`src/rtl/shifter_pkg.sv`:
```
// Shared types and constants for the one-hot pass-transistor shifter front-end.
package shifter_pkg;
   localparam int SH_WIDTH = 8;
   localparam int SH_AMT_W = 3;

   typedef enum logic [1:0] {IDLE, DRIVE, HOLD} seq_state_t;

   function automatic logic [SH_WIDTH-1:0] onehot8(input logic [SH_AMT_W-1:0] amt);
      logic [SH_WIDTH-1:0] v;
      v = '0;
      v[amt] = 1'b1;
      return v;
   endfunction
endpackage

```
`src/rtl/onehot_decoder.sv`:
```
// Combinational 3-to-8 one-hot decoder; all-zero output while en is low.
module onehot_decoder
   import shifter_pkg::*;
(
   input  logic                en,
   input  logic [SH_AMT_W-1:0] amt,
   output logic [SH_WIDTH-1:0] n
);
   assign n = en ? onehot8(amt) : '0;
endmodule

```
`src/rtl/shift_amount_sequencer.sv`:
```
// Request front-end for the one-hot-select shifter: drives D/N for SETTLE cycles,
// captures W, and returns the result over valid/ready.
module shift_amount_sequencer
   import shifter_pkg::*;
#(
   parameter int SETTLE = 1
) (
   input  logic                clk,
   input  logic                rst,
   input  logic                in_valid,
   output logic                in_ready,
   input  logic [SH_WIDTH-1:0] in_data,
   input  logic [SH_AMT_W-1:0] in_amt,
   output logic [SH_WIDTH-1:0] sh_d,
   output logic [SH_WIDTH-1:0] sh_n,
   input  logic [SH_WIDTH-1:0] sh_w,
   output logic                out_valid,
   input  logic                out_ready,
   output logic [SH_WIDTH-1:0] out_data,
   output logic                busy
);
   seq_state_t          state, state_nxt;
   logic [3:0]          cnt;
   logic [SH_AMT_W-1:0] amt_q;
   logic                accept, capture, consume;

   always_ff @(posedge clk or posedge rst) begin
      if (rst) state <= IDLE;
      else     state <= state_nxt;
   end

   always_comb begin
      state_nxt = state;
      in_ready  = 1'b0;
      case (state)
         IDLE: begin
            in_ready = 1'b1;
            if (in_valid) state_nxt = DRIVE;
         end
         DRIVE: begin
            if (cnt == 4'd0) state_nxt = HOLD;
         end
         HOLD: begin
            in_ready = out_ready;
            if (out_ready) state_nxt = in_valid ? DRIVE : IDLE;
         end
         default: state_nxt = IDLE;
      endcase
   end

   assign accept  = in_valid && in_ready;
   assign capture = (state == DRIVE) && (cnt == 4'd0);
   assign consume = (state == HOLD) && out_ready;
   assign busy    = (state == DRIVE);

   always_ff @(posedge clk or posedge rst) begin
      if (rst) begin
         sh_d      <= '0;
         amt_q     <= '0;
         cnt       <= '0;
         out_data  <= '0;
         out_valid <= 1'b0;
      end else begin
         if (accept) begin
            sh_d  <= in_data;
            amt_q <= in_amt;
            cnt   <= 4'(SETTLE - 1);
         end else if ((state == DRIVE) && (cnt != 4'd0)) begin
            cnt <= cnt - 4'd1;
         end
         if (capture) begin
            out_data  <= sh_w;
            out_valid <= 1'b1;
         end else if (consume) begin
            out_valid <= 1'b0;
         end
      end
   end

   // Select is decoded from state so reset forces N to zero without waiting for an edge.
   onehot_decoder u_dec (
      .en  (busy),
      .amt (amt_q),
      .n   (sh_n)
   );
endmodule

```
`config.mk`:
```
export PLATFORM = sky130hd
export DESIGN_NAME = shift_amount_sequencer
export DESIGN_NICKNAME = d
export VERILOG_FILES = /design/src/rtl/shifter_pkg.sv /design/src/rtl/onehot_decoder.sv /design/src/rtl/shift_amount_sequencer.sv
export SDC_FILE = /design/constraint.sdc
export NUM_CORES = 1
export LEC_CHECK = 0
export CORE_ASPECT_RATIO = 0.9
export CORE_UTILIZATION = 44
export CTS_BUF_LIST = sky130_fd_sc_hd__clkbuf_8
export DETAILED_ROUTE_END_ITERATION = 12
export GPL_TIMING_DRIVEN = 0
export PLACE_DENSITY = 0.78
export SLEW_MARGIN = 20
export SYNTH_ARGS = -nofsm -noshare
export SYNTH_HDL_FRONTEND = slang
export SYNTH_HIERARCHICAL = 1
export SYNTH_SLANG_ARGS = --single-unit
export TNS_END_PERCENT = 50
```
`constraint.sdc`:
```
create_clock -name clk -period 1.9 [get_ports clk]
set_input_delay 0.57 -clock clk [delete_from_list [all_inputs] [get_ports clk]]
set_output_delay 0.57 -clock clk [all_outputs]
set_load 0.02 [all_outputs]
```
Yosys cells after proc, flatten, opt, wreduce, memory -nomap -nowiden
Cells that the tools add are included.
Widths: inputs -> output; s select.
- equality and inequality tests: 5
- $add $sub $neg: 1
- magnitude comparators: 2
- reduce and logical (&&, ||, !) cells: 11
- multiplexer cells: 13
- operator list (kind ; number):
    $mux 4 ; 2
    $mux 8 ; 1
    $mux 2 ; 3
    $ne 2x2->1 const B ; 3
    $pmux 2 s3 ; 1
    $logic_and 1x1->1 ; 5
    $logic_not 4->1 ; 1
    $lt 3x4->1 const B ; 1
    $mux 1 ; 4
    $reduce_bool 2->1 ; 2
    $reduce_bool 4->1 ; 1
    $sub 4x1->4 const B ; 1
    $demux 1 s3 ; 1
    $ge 3x1->1 const B ; 1
    $reduce_and 3->1 ; 1
    $eq 2x1->1 const B ; 1
    $eq 2x2->1 const B ; 1
    $logic_not 2->1 ; 1
    $pmux 1 s2 ; 1
- input port bits: 23
- word-level logic and storage cells: 38
- bits in registers: 26
- output and inout port bits: 27

Longest topological paths before layout
Gate-level depths: netlist (run 1).
- depth after elaboration: 5
- gate-level depth with buffers: 5
- gate-level depth less buffers: 5

Cells and area by module
Netlist (run 1), hierarchy kept.
- modules (own cells, without submodules) (module ; times used ; area an instance (um^2) ; cells each ; seq. area each (um^2)):
    shift_amount_sequencer ; 1 ; 1144.8 ; 80 ; 650.6
    onehot_decoder ; 1 ; 96.3 ; 8 ; 0.0

Worst setup path after synthesis (run 1)
No wires, ideal clock.
- path type: reg2out
- start point: register state[1]
- end point: output sh_n[0]
- cell stages (with the launch flop): 4
- path buffers: 0
- required time: 1.330 ns
- arrival time: 1.333 ns
- slack: -0.003 ns
- cell sequence: dfrtp_1 > nand2b_4 > inv_1 > nor4b_2
- cells in the longest elaborated chain, start to end: 2
- RTL lines (item ; line ; text):
    start: declaration ; shift_amount_sequencer.sv:22 ; seq_state_t state, state_nxt;
    start signal: assignment ; shift_amount_sequencer.sv:29 ; else state <= state_nxt;
    $eq 2x1->1 ; shift_amount_sequencer.sv:54 ; assign busy = (state == DRIVE);
    net busy ; shift_amount_sequencer.sv:20 ; output logic busy
    $mux 8 ; onehot_decoder.sv:9 ; assign n = en ? onehot8(amt) : '0;
    end: declaration ; shift_amount_sequencer.sv:15 ; output logic [SH_WIDTH-1:0] sh_n,
The timed path passes the listed nets, and every way through them passes these cells.

Worst setup path in the final report (run 1)
- start point: register state[0]
- end point: output sh_n[2]
- cells in the longest elaborated chain, start to end: 2
- RTL lines (item ; line):
    $eq 2x1->1 ; shift_amount_sequencer.sv:54
    $mux 8 ; onehot_decoder.sv:9
Every way passes these cells.

==> impl_metrics.ini, run 1 <==
[outcome]
status = complete, but fails checks
violations = negative setup slack

[route]
wl_per_cell_um = 15.5
drt-total-wl_um = 2710
drc = 0
drtIter0Drc = 15
first_pass_iters = 4
drtAntennaViolNets = 0
vias = 918
via_per_inst = 5.25

[clock_network]
clk_latency_ns = 0.27
numClockSinks = 26
cts_buffer_depth = 2
cts.clk_slew.worst_paths_ns = 0.09
postCtsHoldBufs = 0
tritoncts = built
cts_made_buffers = 3
cts_max_level = 1
cts_root_buf = clkbuf_8

[place]
io_buffers = 49
gp_congestion = 0.758
hpwl_um = 1940
dp_slack_ns = -0.640
dp_cells = 165

[global_routing]
grtUsageTotal_pct = 20.0
grt_start_max_net_pins = 27
antenna_found_initial = 0
grt_pass1_vias = 953
grt_pass1_wl_um = 4510
gr-total-overflow = 0

[timing]
setup_violations = 2
slew_headroom_pct = 38.6
max_freq_ghz = 0.523
maxSlewViolCount = 0
hold_viol = 0
rsz0062_at_grt = true
finClkSkew_ns = 0.00403
tightest_slew_ns = 0.915
worst_slack_ns = -0.0124
fin_crit_ns = 1.91
period_share_pct = 101

[pwr]
p_leak_nw = 0.826
p_per_area_nw_per_um2 = 1750
vdd_drop_max_uv = 947

[worst_setup_path]
path_buf_inv = 2
end_kind = primary output
crit_path_cell_trace = nand2b_4, clkinvlp_4, and4bb_2, buf_6
cpMaxStageDelayCell = dfrtp_2
rrSetupSlack_ns = 0.23
cp-startpoint = state[0]
required_ns = 1.33
slowest_delay_ns = 0.43
cpLargestDelayFamily = flip-flops
critical_path.max_fanout = 5
critPathKind = reg -> out
r2r_start = state[1]
cp_data_arrival_time_ns = 1.34
crit_path_start_kind = flop

[cells_and_area]
area_growth_pct = 53.6
drive_gt1_share_pct = 40.8
layoutNonFillerInstCount = 175
diodes = 0
nets = 173

[synth]
async_flop_share_pct = 100
synth_warnings = 6
synth_fa_ha_area_share_pct = 2.02
synth_top_family_by_area = multiplexers
synth_area_leader_cell = dfrtp_1
synth-xor-area-share_pct = 0
ys.flop_type = dfrtp_1
synth_top_area_share_pct = 52.4
synth_compound_area_share_pct = 4.13
synth_edf_count = 0
netlist_top_cells_area = dfrtp_1, mux2_2, mux2_4, and4bb_2, and4b_2
synth-seq-cells = 26
syn_inst = 88
synth_nets = 113
yosysSeqAreaShare_pct = 52.4
synth.mux.area_fraction_pct = 20.2
synthSimpleGateAreaFrac_pct = 18.9
syn_area_per_cell_um2 = 14.1
synth.distinct_cells = 27
syn_area_um2 = 1240

[die]
ioPinCount = 50
core_um2 = 2550
rows = 17
die-height_um = 52.4
die_x_um = 58.0
dieArea_um2 = 3040
start_util_pct = 48.6

[min_path]
holdCritStartpoint = out_data[2]
worstHoldPathType = reg -> reg

[run]
maxCapViolCount = 0
layout by cell type (no fill, tap or decap), types with 2 or more instances in the layout:
master / count
o21ai_0: 6
nand2b_4: 2
clkbuf_8: 3
mux2_2: 12
ha_1: 2
a21oi_1: 3
dfrtp_1: 25
mux2_4: 7
clkdlybuf4s50_1: 38
buf_6: 9
buf_4: 6
nand2_1: 2
clkinvlp_4: 2
or3_2: 2
inv_1: 3
and4b_2: 3
nor2_4: 2
and4bb_2: 3
state kept, by name (all words and copies together), names as in the netlist:
| register | flops |
|---|---|
| amt_q | 3 |
| cnt | 4 |
| out_data | 8 |
| out_valid | 1 |
| sh_d | 8 |
| state | 2 |
per-stage QoR:
step / util (%) / TNS, ns / power (mW) / instance area (µm²) / hold WS (ns)
floorplan: - / 0 / 2.08 / 1250 / 0.534
global placement: 69.6 / -4.79 / 2.71 / 1780 / 0.487
detailed placement: 69.6 / -5.24 / 2.77 / 1780 / 0.494
CTS: 73.6 / -0.0305 / 3.33 / 1880 / 0.515
global route: 74.7 / -0.331 / 3.52 / 1910 / 0.524
finish: 74.7 / -0.0232 / 3.34 / 1910 / 0.508
cells in the mapped netlist, types with 2 or more instances:
cell and instances:
dfrtp_1 26, or3_2 2, inv_1 5, and4b_2 3, ha_1 2, nand2_1 2, o21ai_0 6, a21oi_1 3
mux2_4 7, nand2b_4 2, and4bb_2 3, mux2_2 12
worst paths after layout:
path / to / cells after the start
worst max-delay path: sh_n[2] / 4
worst min-delay path: out_data[2] / 1
worst max register to register: sh_d[3] / 6
worst min register to register: out_data[2] / 1
max in group asynchronous: state[0] / 2
min in group asynchronous: out_data[6] / 2
timing repair:
item | in CTS | in global routing
cloned | 1 | 0
gates resized for setup | 51 | 13
pin swaps | 0 | 0
setup buffers | 5 | 0
endpoints found under the setup margin | 10 | 9
cell families (layout without fill, tap and decap cells):
family | count (synthesis) | count (layout)
buffers and inverters | 6 | 65
muxes | 20 | 20
and+or+nand+nor | 24 | 24
adders and majority gates | 2 | 2
AOI/OAI and AO/OA | 10 | 10
DFF | 26 | 26
layer usage:
layer	GRT usage (%)	vias up	part of all wire, %
met5	0	-	0
met4	2.38	0	0.52
met3	6.17	2	5.3
met2	35.8	24	53
met1	24.3	453	42
li1	-	439	-
worst register-to-register path, cell delays in order (launching register included):
cell and delay (ns):
dfrtp_1 0.40, buf_4 0.15, and2b_4 0.17, buf_4 0.15, nor2_4 0.18, buf_6 0.20, mux2_4 0.31
where the power goes:
| part | total, mW | switching (mW) | internal, mW |
|---|---|---|---|
| registers | 1.06 | 0.233 | 0.826 |
| logic | 1.83 | 0.825 | 1.00 |
| clock network | 0.452 | 0.170 | 0.282 |
area by class of cell:
type	instances	area, µm²
flip-flops and latches	26	652
fillers	179	646
multi-input cells	56	578
repair buffers	54	529
clock buffers	3	41.3
well taps	28	35.0
clock inverters	1	30.0
inverters	5	22.5
plain buffers	1	11.3
repair inverters	1	7.51
Power figures use the tool's default switching activity.
==> run 2, diff against run 1 <==
Settings changed: CAP_MARGIN set to 20, CORE_UTILIZATION 44 to 42, CTS_BUF_LIST sky130_fd_sc_hd__clkbuf_8 to sky130_fd_sc_hd__clkbuf_8 sky130_fd_sc_hd__clkbuf_16, MAX_ROUTING_LAYER set to met4, PLACE_DENSITY 0.78 to 0.75.
==> run 2 against run 1 <==
  * The run now ends clean
  * Register-to-register slack better by 0.02 ns
  * Die area is 4.6% higher
  * Hold slack better by 0.0068 ns
  * First-iteration DRC count grew to 3.2 times the previous value
  * Utilization is 5.6 points lower
  * Critical path depth stayed put
  * Clock skew is 0.0011 ns lower
  * Fmax is 1.2% higher
  * Sequential power hardly changed
  * Critical path type unchanged
==> impl_metrics.ini, run 2 (synthesis results as in run 1) <==
[clock_network]
cts_max_level = 1
cts_made_buffers = 3
postCtsHoldBufs = 0
tritoncts = built
cts_buffer_depth = 2
numClockSinks = 26
clk_latency_ns = 0.28
cts_root_buf = clkbuf_8
cts.clk_slew.worst_paths_ns = 0.09

[place]
dp_slack_ns = -0.648
dp_cells = 177
hpwl_um = 1970
dpl_cell_area_um2 = 1790
io_buffers = 49
gp_congestion = 0.708

[worst_setup_path]
cp-startpoint = state[0]
rrSetupSlack_ns = 0.25
required_ns = 1.33
cp_data_arrival_time_ns = 1.32
r2r_start = state[0]
crit_path_start_kind = flop
r2r_end = out_data[0]
crit_end = sh_n[7]
critPathKind = reg -> out
critical_path.max_fanout = 5
r2r_cells = 7
end_kind = primary output

[die]
start_util_pct = 44.8
die_x_um = 59.3
ioPinCount = 50
dieArea_um2 = 3180
rows = 18
core_um2 = 2770
die-height_um = 53.6

[timing]
rsz0062_at_grt = true
max_freq_ghz = 0.529
fin_tns_setup_ns = 0
setup_violations = 0
tightest_slew_ns = 0.889
finClkSkew_ns = 0.00298
whs_ns = 0.515
slew_headroom_pct = 40.4
hold_viol = 0
worst_slack_ns = 0.0105
period_share_pct = 99.4
maxSlewViolCount = 0
fin_crit_ns = 1.89

[cells_and_area]
layoutNonFillerInstCount = 189
seq_area_um2 = 652
reg.largest.list = out_data (8), sh_d (8), cnt (4)
final_core_util_pct = 69.2
final_cell_mix = clkdlybuf4s50_1, dfrtp_1, mux2_2
fin_area_um2 = 1920
drive_gt1_share_pct = 40.3
multiInputGateArea_um2 = 569
diodes = 0
nets = 175
area_growth_pct = 54.3
final_common_cell = clkdlybuf4s50_1
fillCellCount = 209

[pwr]
p_per_area_nw_per_um2 = 1740
power_mw = 3.33
p_leak_nw = 0.832
vdd_drop_max_uv = 1090

[min_path]
hold_path_depth = 1
holdCritStartpoint = out_data[4]
worstHoldPathType = reg -> reg

[outcome]
status = complete, no violations

[route]
wl_per_cell_um = 14.5
drt-total-wl_um = 2750
vias = 913
drtAntennaViolNets = 0
drc = 0
drtIter0Drc = 48
first_pass_iters = 4
via_per_inst = 4.83

[global_routing]
gr-total-overflow = 0
grt_start_max_net_pins = 27
antenna_found_initial = 0
grt_pass1_wl_um = 4370
grt_pass1_vias = 936
grtUsageTotal_pct = 19.9

[run]
maxCapViolCount = 0
[run 2: cell count changes in the layout (fill, tap and decap cells not counted), sizes merged]
cell,delta
buf,+1
dlygate4sd2,+1
[run 2: worst max-delay path: stages, from the launching register on]
cell,delay (ns)
dfrtp_2,0.44
nand2b_4,0.11
clkinvlp_4,0.12
and4_2,0.23
buf_2,0.15
[run 2: worst min-delay path by stage]
stage | end | slack (ns)
floorplan | cnt[1] | 0.53
global placement | out_data[4] | 0.49
detailed placement | sh_d[0] | 0.50
CTS | out_data[3] | 0.52
global route | out_data[5] | 0.53
finish | out_data[4] | 0.51
[run 2: layout make-up]
type / count / area share [%]
Buffer: 1 / 0.588
Clock buffer: 3 / 2.16
Clock inverter: 1 / 1.57
Inverter: 5 / 1.18
Multi-Input combinational cell: 56 / 29.7
Sequential cell: 26 / 34.0
Tap cell: 40 / 2.61
Timing Repair Buffer: 56 / 27.8
Timing Repair inverter: 1 / 0.392
[run 2: layer usage]
layer / up-vias / global-route usage [%] / part of all wire, %
met4: 0 / 5.95 / 1.7
li1: 438 / - / -
met3: 6 / 5.53 / 4.0
met5: - / - / 0
met1: 445 / 24.5 / 43
met2: 24 / 32.0 / 51
[run 2: report_power, final]
group	switching [mW]	total [mW]	internal, mW	leakage, nW
registers	0.234	1.06	0.827	0.309
clock network	0.178	0.460	0.282	0.0357
logic	0.806	1.81	1.00	0.487
total	1.22	3.33	2.11	0.832
[run 2: timing repair]
action / CTS / global route
setup buffers: 5 / 2
endpoints found under the setup margin: 10 / 9
gates resized for setup: 45 / 8
cloned: 1 / 0
pin swaps: 0 / 0
